## src/rtl/comm_switch_scheduler.sv

```systemverilog
`timescale 1ns/1ps
// -----------------------------------------------------------------------------
// comm_switch_scheduler
//
// Shares one commutator switch driver between N_REQ timing channels. Rising
// edges on req[] are latched into pending[]. Pending requests are granted one
// at a time in round-robin order. Each grant issues a start strobe, then waits
// for drv_done or a timeout, then holds a guard gap before the next grant.
//
// Ports
//   clk          system clock
//   rst          asynchronous, active-low reset
//   req          per-channel request level; a rising edge is one request
//   drv_busy     driver not ready (level, sampled only while idle)
//   drv_done     driver completion strobe (honoured only while waiting)
//   cmd_start    one-clock start strobe to the driver
//   cmd_ch       channel of the current/last command
//   pending      latched requests not yet granted
//   ena          high from cmd_start until the guard gap ends
//   err_timeout  one-clock strobe when the driver fails to complete in time
//   drop_cnt     saturating count of requests merged into a pending bit
// -----------------------------------------------------------------------------
module comm_switch_scheduler #(
    parameter int N_REQ       = 4,
    parameter int CH_W        = 2,
    parameter int GUARD_CYC   = 20,
    parameter int TIMEOUT_CYC = 1000
) (
    input  logic             clk,
    input  logic             rst,
    input  logic [N_REQ-1:0] req,
    input  logic             drv_busy,
    input  logic             drv_done,
    output logic             cmd_start,
    output logic [CH_W-1:0]  cmd_ch,
    output logic [N_REQ-1:0] pending,
    output logic             ena,
    output logic             err_timeout,
    output logic [7:0]       drop_cnt
);

    localparam int TW = $clog2(TIMEOUT_CYC + 1);
    localparam int GW = $clog2(GUARD_CYC + 1);
    localparam logic [TW-1:0]   TMO_LAST = TW'(TIMEOUT_CYC - 1);
    localparam logic [GW-1:0]   GRD_LAST = GW'(GUARD_CYC - 1);
    localparam logic [CH_W-1:0] RR_INIT  = CH_W'(N_REQ - 1);

    typedef enum logic [1:0] {S_IDLE, S_WAIT, S_GUARD} state_t;

    state_t           r_state, w_state_nx;
    logic [N_REQ-1:0] r_req_d, r_pending;
    logic [N_REQ-1:0] w_edge, w_clr, w_drop;
    logic [CH_W-1:0]  r_rr_ptr, r_cmd_ch, w_sel, w_hi_sel, w_lo_sel;
    logic             w_hi_found;
    logic [TW-1:0]    r_tmo_cnt;
    logic [GW-1:0]    r_gcnt;
    logic [7:0]       r_drop_cnt;
    logic [3:0]       w_drop_n;
    logic [8:0]       w_drop_sum;
    logic             r_cmd_start, r_ena, r_err;
    logic             w_grant, w_timeout, w_to_guard, w_to_idle;

    assign w_edge = req & ~r_req_d;
    assign w_clr  = w_grant ? (N_REQ'(1) << w_sel) : '0;
    // An edge on a bit that is being granted this cycle re-arms it, so it is
    // not a merge and is not counted.
    assign w_drop = w_edge & r_pending & ~w_clr;

    // Round-robin pick: lowest pending index above rr_ptr, otherwise the
    // lowest pending index overall (the wrap-around half of the search).
    // NOTE: every signal written in an always_comb gets a default first, so no
    // path leaves it unassigned and no latch is inferred.
    always_comb begin
        w_hi_found = 1'b0;
        w_hi_sel   = '0;
        w_lo_sel   = '0;
        for (int i = N_REQ - 1; i >= 0; i--) begin
            if (r_pending[i]) begin
                if (CH_W'(i) > r_rr_ptr) begin
                    w_hi_found = 1'b1;
                    w_hi_sel   = CH_W'(i);
                end else begin
                    w_lo_sel   = CH_W'(i);
                end
            end
        end
        w_sel = w_hi_found ? w_hi_sel : w_lo_sel;
    end

    always_comb begin
        w_drop_n = '0;
        for (int i = 0; i < N_REQ; i++) begin
            w_drop_n = w_drop_n + {3'b000, w_drop[i]};
        end
        w_drop_sum = {1'b0, r_drop_cnt} + {5'b00000, w_drop_n};
    end

    // Next-state and control decode.
    always_comb begin
        w_state_nx = r_state;
        w_grant    = 1'b0;
        w_timeout  = 1'b0;
        w_to_guard = 1'b0;
        w_to_idle  = 1'b0;
        case (r_state)
            S_IDLE: begin
                if ((|r_pending) && !drv_busy) begin
                    w_grant    = 1'b1;
                    w_state_nx = S_WAIT;
                end
            end
            S_WAIT: begin
                // Completion takes priority over the terminal count.
                if (drv_done) begin
                    w_to_guard = 1'b1;
                    w_state_nx = S_GUARD;
                end else if (r_tmo_cnt == TMO_LAST) begin
                    w_timeout  = 1'b1;
                    w_to_guard = 1'b1;
                    w_state_nx = S_GUARD;
                end
            end
            S_GUARD: begin
                if (r_gcnt == GRD_LAST) begin
                    w_to_idle  = 1'b1;
                    w_state_nx = S_IDLE;
                end
            end
            default: w_state_nx = S_IDLE;
        endcase
    end

    // NOTE: sequential state uses non-blocking assignments so every register
    // samples the pre-edge values regardless of statement order.
    always_ff @(posedge clk or negedge rst) begin
        if (!rst) begin
            r_state <= S_IDLE;
        end else begin
            r_state <= w_state_nx;
        end
    end

    // NOTE: this block holds only flops, no memories, so every register is
    // reset; a mid-operation reset therefore discards all pending work.
    always_ff @(posedge clk or negedge rst) begin
        if (!rst) begin
            r_req_d     <= '0;
            r_pending   <= '0;
            r_drop_cnt  <= '0;
            r_rr_ptr    <= RR_INIT;
            r_cmd_ch    <= '0;
            r_cmd_start <= 1'b0;
            r_ena       <= 1'b0;
            r_err       <= 1'b0;
            r_tmo_cnt   <= '0;
            r_gcnt      <= '0;
        end else begin
            r_req_d     <= req;
            // Set wins over clear when both hit the same bit.
            r_pending   <= (r_pending & ~w_clr) | w_edge;
            r_drop_cnt  <= w_drop_sum[8] ? 8'hFF : w_drop_sum[7:0];
            r_cmd_start <= w_grant;
            r_err       <= w_timeout;

            if (w_grant) begin
                r_cmd_ch  <= w_sel;
                r_rr_ptr  <= w_sel;
                r_ena     <= 1'b1;
                r_tmo_cnt <= '0;
            end else if (r_state == S_WAIT) begin
                r_tmo_cnt <= r_tmo_cnt + TW'(1);
            end

            if (w_to_idle) begin
                r_ena <= 1'b0;
            end

            if (w_to_guard) begin
                r_gcnt <= '0;
            end else if (r_state == S_GUARD) begin
                r_gcnt <= r_gcnt + GW'(1);
            end
        end
    end

    assign cmd_start   = r_cmd_start;
    assign cmd_ch      = r_cmd_ch;
    assign pending     = r_pending;
    assign ena         = r_ena;
    assign err_timeout = r_err;
    assign drop_cnt    = r_drop_cnt;

endmodule

```

## config.mk

```make
export PLATFORM = sky130hd
export DESIGN_NAME = comm_switch_scheduler
export DESIGN_NICKNAME = d
export VERILOG_FILES = /design/src/rtl/comm_switch_scheduler.sv
export SDC_FILE = /design/constraint.sdc
export NUM_CORES = 1
export LEC_CHECK = 0
export CAP_MARGIN = 15
export CORE_ASPECT_RATIO = 1.5
export CORE_MARGIN = 1.5
export CORE_UTILIZATION = 49
export CTS_BUF_LIST = sky130_fd_sc_hd__clkbuf_16
export DETAILED_ROUTE_END_ITERATION = 8
export DONT_BUFFER_PORTS = 1
export GPL_ROUTABILITY_DRIVEN = 0
export PLACE_DENSITY_LB_ADDON = 0.3
export SLEW_MARGIN = 20
export SYNTH_ARGS = -nofsm -noshare
export SYNTH_HDL_FRONTEND = slang
export SYNTH_SLANG_ARGS = --single-unit
```

## constraint.sdc

```tcl
create_clock -name clk -period 3.55 [get_ports clk]
set_input_delay 0.5325 -clock clk [delete_from_list [all_inputs] [get_ports clk]]
set_output_delay 0.5325 -clock clk [all_outputs]
set_load 0.03 [all_outputs]
```

==> reports/qor.txt <==
critical path class -> reg -> reg
endpoints failing hold -> 0
fin util -> 57.2%
Worst Path Buf+Inv -> 2
Mean Syn Cell Area -> 10.4 um2
arrival time at the worst endpoint -> 3490 ps
Die H -> 81.5 um
core box area -> 3960 um2
CP endpoint kind -> flip-flop
CTS buffer count -> 5
Layout Nets -> 219
Vias -> 1481
DRC Markers -> 0
Horiz. Die Dim -> 55.3 um
first-pass GRT wire length -> 6990 um
via/cell ratio -> 5.90
most common cell after layout, fill and taps aside -> dfrtp_1
Post-synth EDFFs -> 0
layout overhead on the synthesized area -> 12.4%
routed wire length -> 4080 um
clock buffer depth -> 2
dominant synthesized flop cell -> dfrtp_1
clk_lat worst skew -> 280 ps
initial antenna violation count -> 0
GRT Residual Overflow -> 0
CP max stage cell -> or4_4
Area contributors post-synth -> dfrtp_1 (47%), nor2_1 (3.9%), mux2i_1 (3.5%), nand2_1 (3.4%), fa_1 (3.0%)
Post-DP Area -> 2080 um2
crit-path cells -> or4_4 > nand2_2 > inv_1 > nand2b_1 > o211ai_1 > fa_1 > fa_1 > inv_1 > fa_2 > nand3_2 > nor2_2 > nand3b_1 > o21a_1
area share of the leading cell type in the synthesized netlist -> 47.2%
Net Count, Synth -> 208
FF+latch count, synth -> 40
Hold Path Class -> in -> async
pre-CTS WS -> 99.2 ps
# diodes -> 0
Setup Skew -> 5.64 ps
Initial Utilization -> 50.9%
r2r setup slk -> 230 ps
number of global-route vias before repair -> 1524
Critical Path Max Stage Delay -> 560 ps
Seq/Total Area, Yosys -> 49.8%
max-slew violations -> 0
final setup fails -> 0
Worst setup SP type -> flip-flop
fin worst setup slack -> 233 ps
port bufs -> 0
worst vdd ir -> 0.000658 V
final worst-path cycle share -> 93.4%
fraction of registers with async set/reset -> 100%
Top-Level Pins -> 25
relative slew slack -> 66.3%
CTS root buffer -> clkbuf_16
Rows -> 28
fin crit period -> 3320 ps
Worst Path Required -> 3720 ps
Synth area leader -> dfrtp_1
synth unique cells -> 49
Worst-Margin Slew -> 506 ps
DR iter-0 viols -> 46
clk sinks -> 40
Worst Path Max Fanout -> 7
CTS tree -> yes
Post-Synthesis Cell Area -> 2010 um2
postcts setup bufs -> 0
clk slew on worst S/H paths -> 60 ps
status -> complete, no violations
cell leakage power -> 1.03 nW
antenna-violating nets left -> 0
Final HPWL DP -> 2930 um
max-cap violations -> 0
Power Total -> 2.05 mW
post-synthesis cell count -> 194
Final TNS setup -> 0 ps
routed wire length per instance -> 16.3 um
TritonRoute pass-1 iters -> 4
DIE AREA -> 4510 um2
Final Cell Area -> 2260 um2
fmax -> 301 MHz
layout cells sized above 1 -> 15.5%
Pwr Density -> 904 nW/um2
RSZ-0062 raised after global routing -> no
CP delay by family, top -> adder cells
Total Routing Usage GR -> 20.1%
largest net degree at the start of global routing -> 39
# H-tree levels -> 2
most frequent cells in the layout -> dfrtp_1 (38), nor2_1 (20), nand2_1 (17)
Yosys Warn Count -> 0
[cell type report]
| cell class | count | area [um2] |
|---|---|---|
| multi-input combinational | 143 | 963 |
| tap | 45 | 56.3 |
| inverter | 6 | 22.5 |
| fill | 336 | 1700 |
| sequential | 40 | 1000 |
| timing repair buffer | 9 | 80.1 |
| clock buffer | 5 | 125 |
| clock inverter | 3 | 12.5 |
[worst paths after layout]
check                                  start      endpoint  cells past startpoint
worst max-delay path              pending[0]   drop_cnt[6]                     13
worst min-delay path                     rst  r_tmo_cnt[8]                      1
worst max register to register    pending[0]   drop_cnt[6]                     13
worst min register to register  r_tmo_cnt[8]  r_tmo_cnt[8]                      1
max in group asynchronous                rst     cmd_ch[0]                      1
min in group clk                      req[1]    r_req_d[1]                      0
[routing by layer]
layer	vias up	GRT usage, %	routed length [um]
met4	0	8.29	53
met3	4	5.83	197
met1	737	23.0	1650
met5	-	0	0
met2	34	35.2	2180
li1	706	-	-
[cells by family after synthesis]
group	Yosys count	share of synthesized area [%]
buffers and inverters	11	3.36
XOR/XNOR	3	1.31
AND/OR/NAND/NOR	83	21.4
adder cells (fa/ha/maj)	6	4.85
flip-flops	40	49.8
AO/OA/AOI/OAI	42	14.6
multiplexers	9	4.60
[registers in the layout, summed over array words and instances, names as in the netlist]
name	cells
r_tmo_cnt	10
drop_cnt	8
ena	1
r_rr_ptr	2
r_req_d	4
cmd_start	1
r_gcnt	5
r_state	2
cmd_ch	2
err_timeout	1
pending	4
[report_power, final]
group / switching, mW / internal [mW] / total (mW)
Sequential: 0.283 / 0.605 / 0.888
Combinational: 0.412 / 0.322 / 0.734
Clock: 0.171 / 0.254 / 0.424
Total: 0.866 / 1.18 / 2.05
[per-stage QoR]
stage          std cells  hold WS [ps]
2_1_floorplan        194           237
3_3_place_gp         242           238
3_5_place_dp         242           238
4_1_cts              251          87.4
5_1_grt              251          80.8
6_report             251          79.5
[synth_stat cells, types with 2 or more instances]
cell      number
nand2b_1       4
a21o_1         2
nor3_1         4
xor2_1         2
a31oi_1        3
buf_6          2
nand3_1        8
dfstp_2        2
ha_1           3
o211ai_1       5
nand2_1       18
o31ai_1        2
inv_1          6
nor2b_1        7
dfrtp_1       38
and2b_2        2
and2_1         2
and4_1         2
nand3b_1       2
o21a_1         3
and3_1         3
nand4_1        4
nor2_1        21
fa_1           3
a22o_1         2
mux2_2         2
a21oi_1        7
o21ai_0        8
mux2i_1        7
[repair_timing]
action,in CTS,in global routing
hold endpoints to repair,38,0
setup endpoints to repair,0,3
hold buffers,1,0
gates resized for setup,0,5
Note: power is estimated with default switching activity, not from simulation.
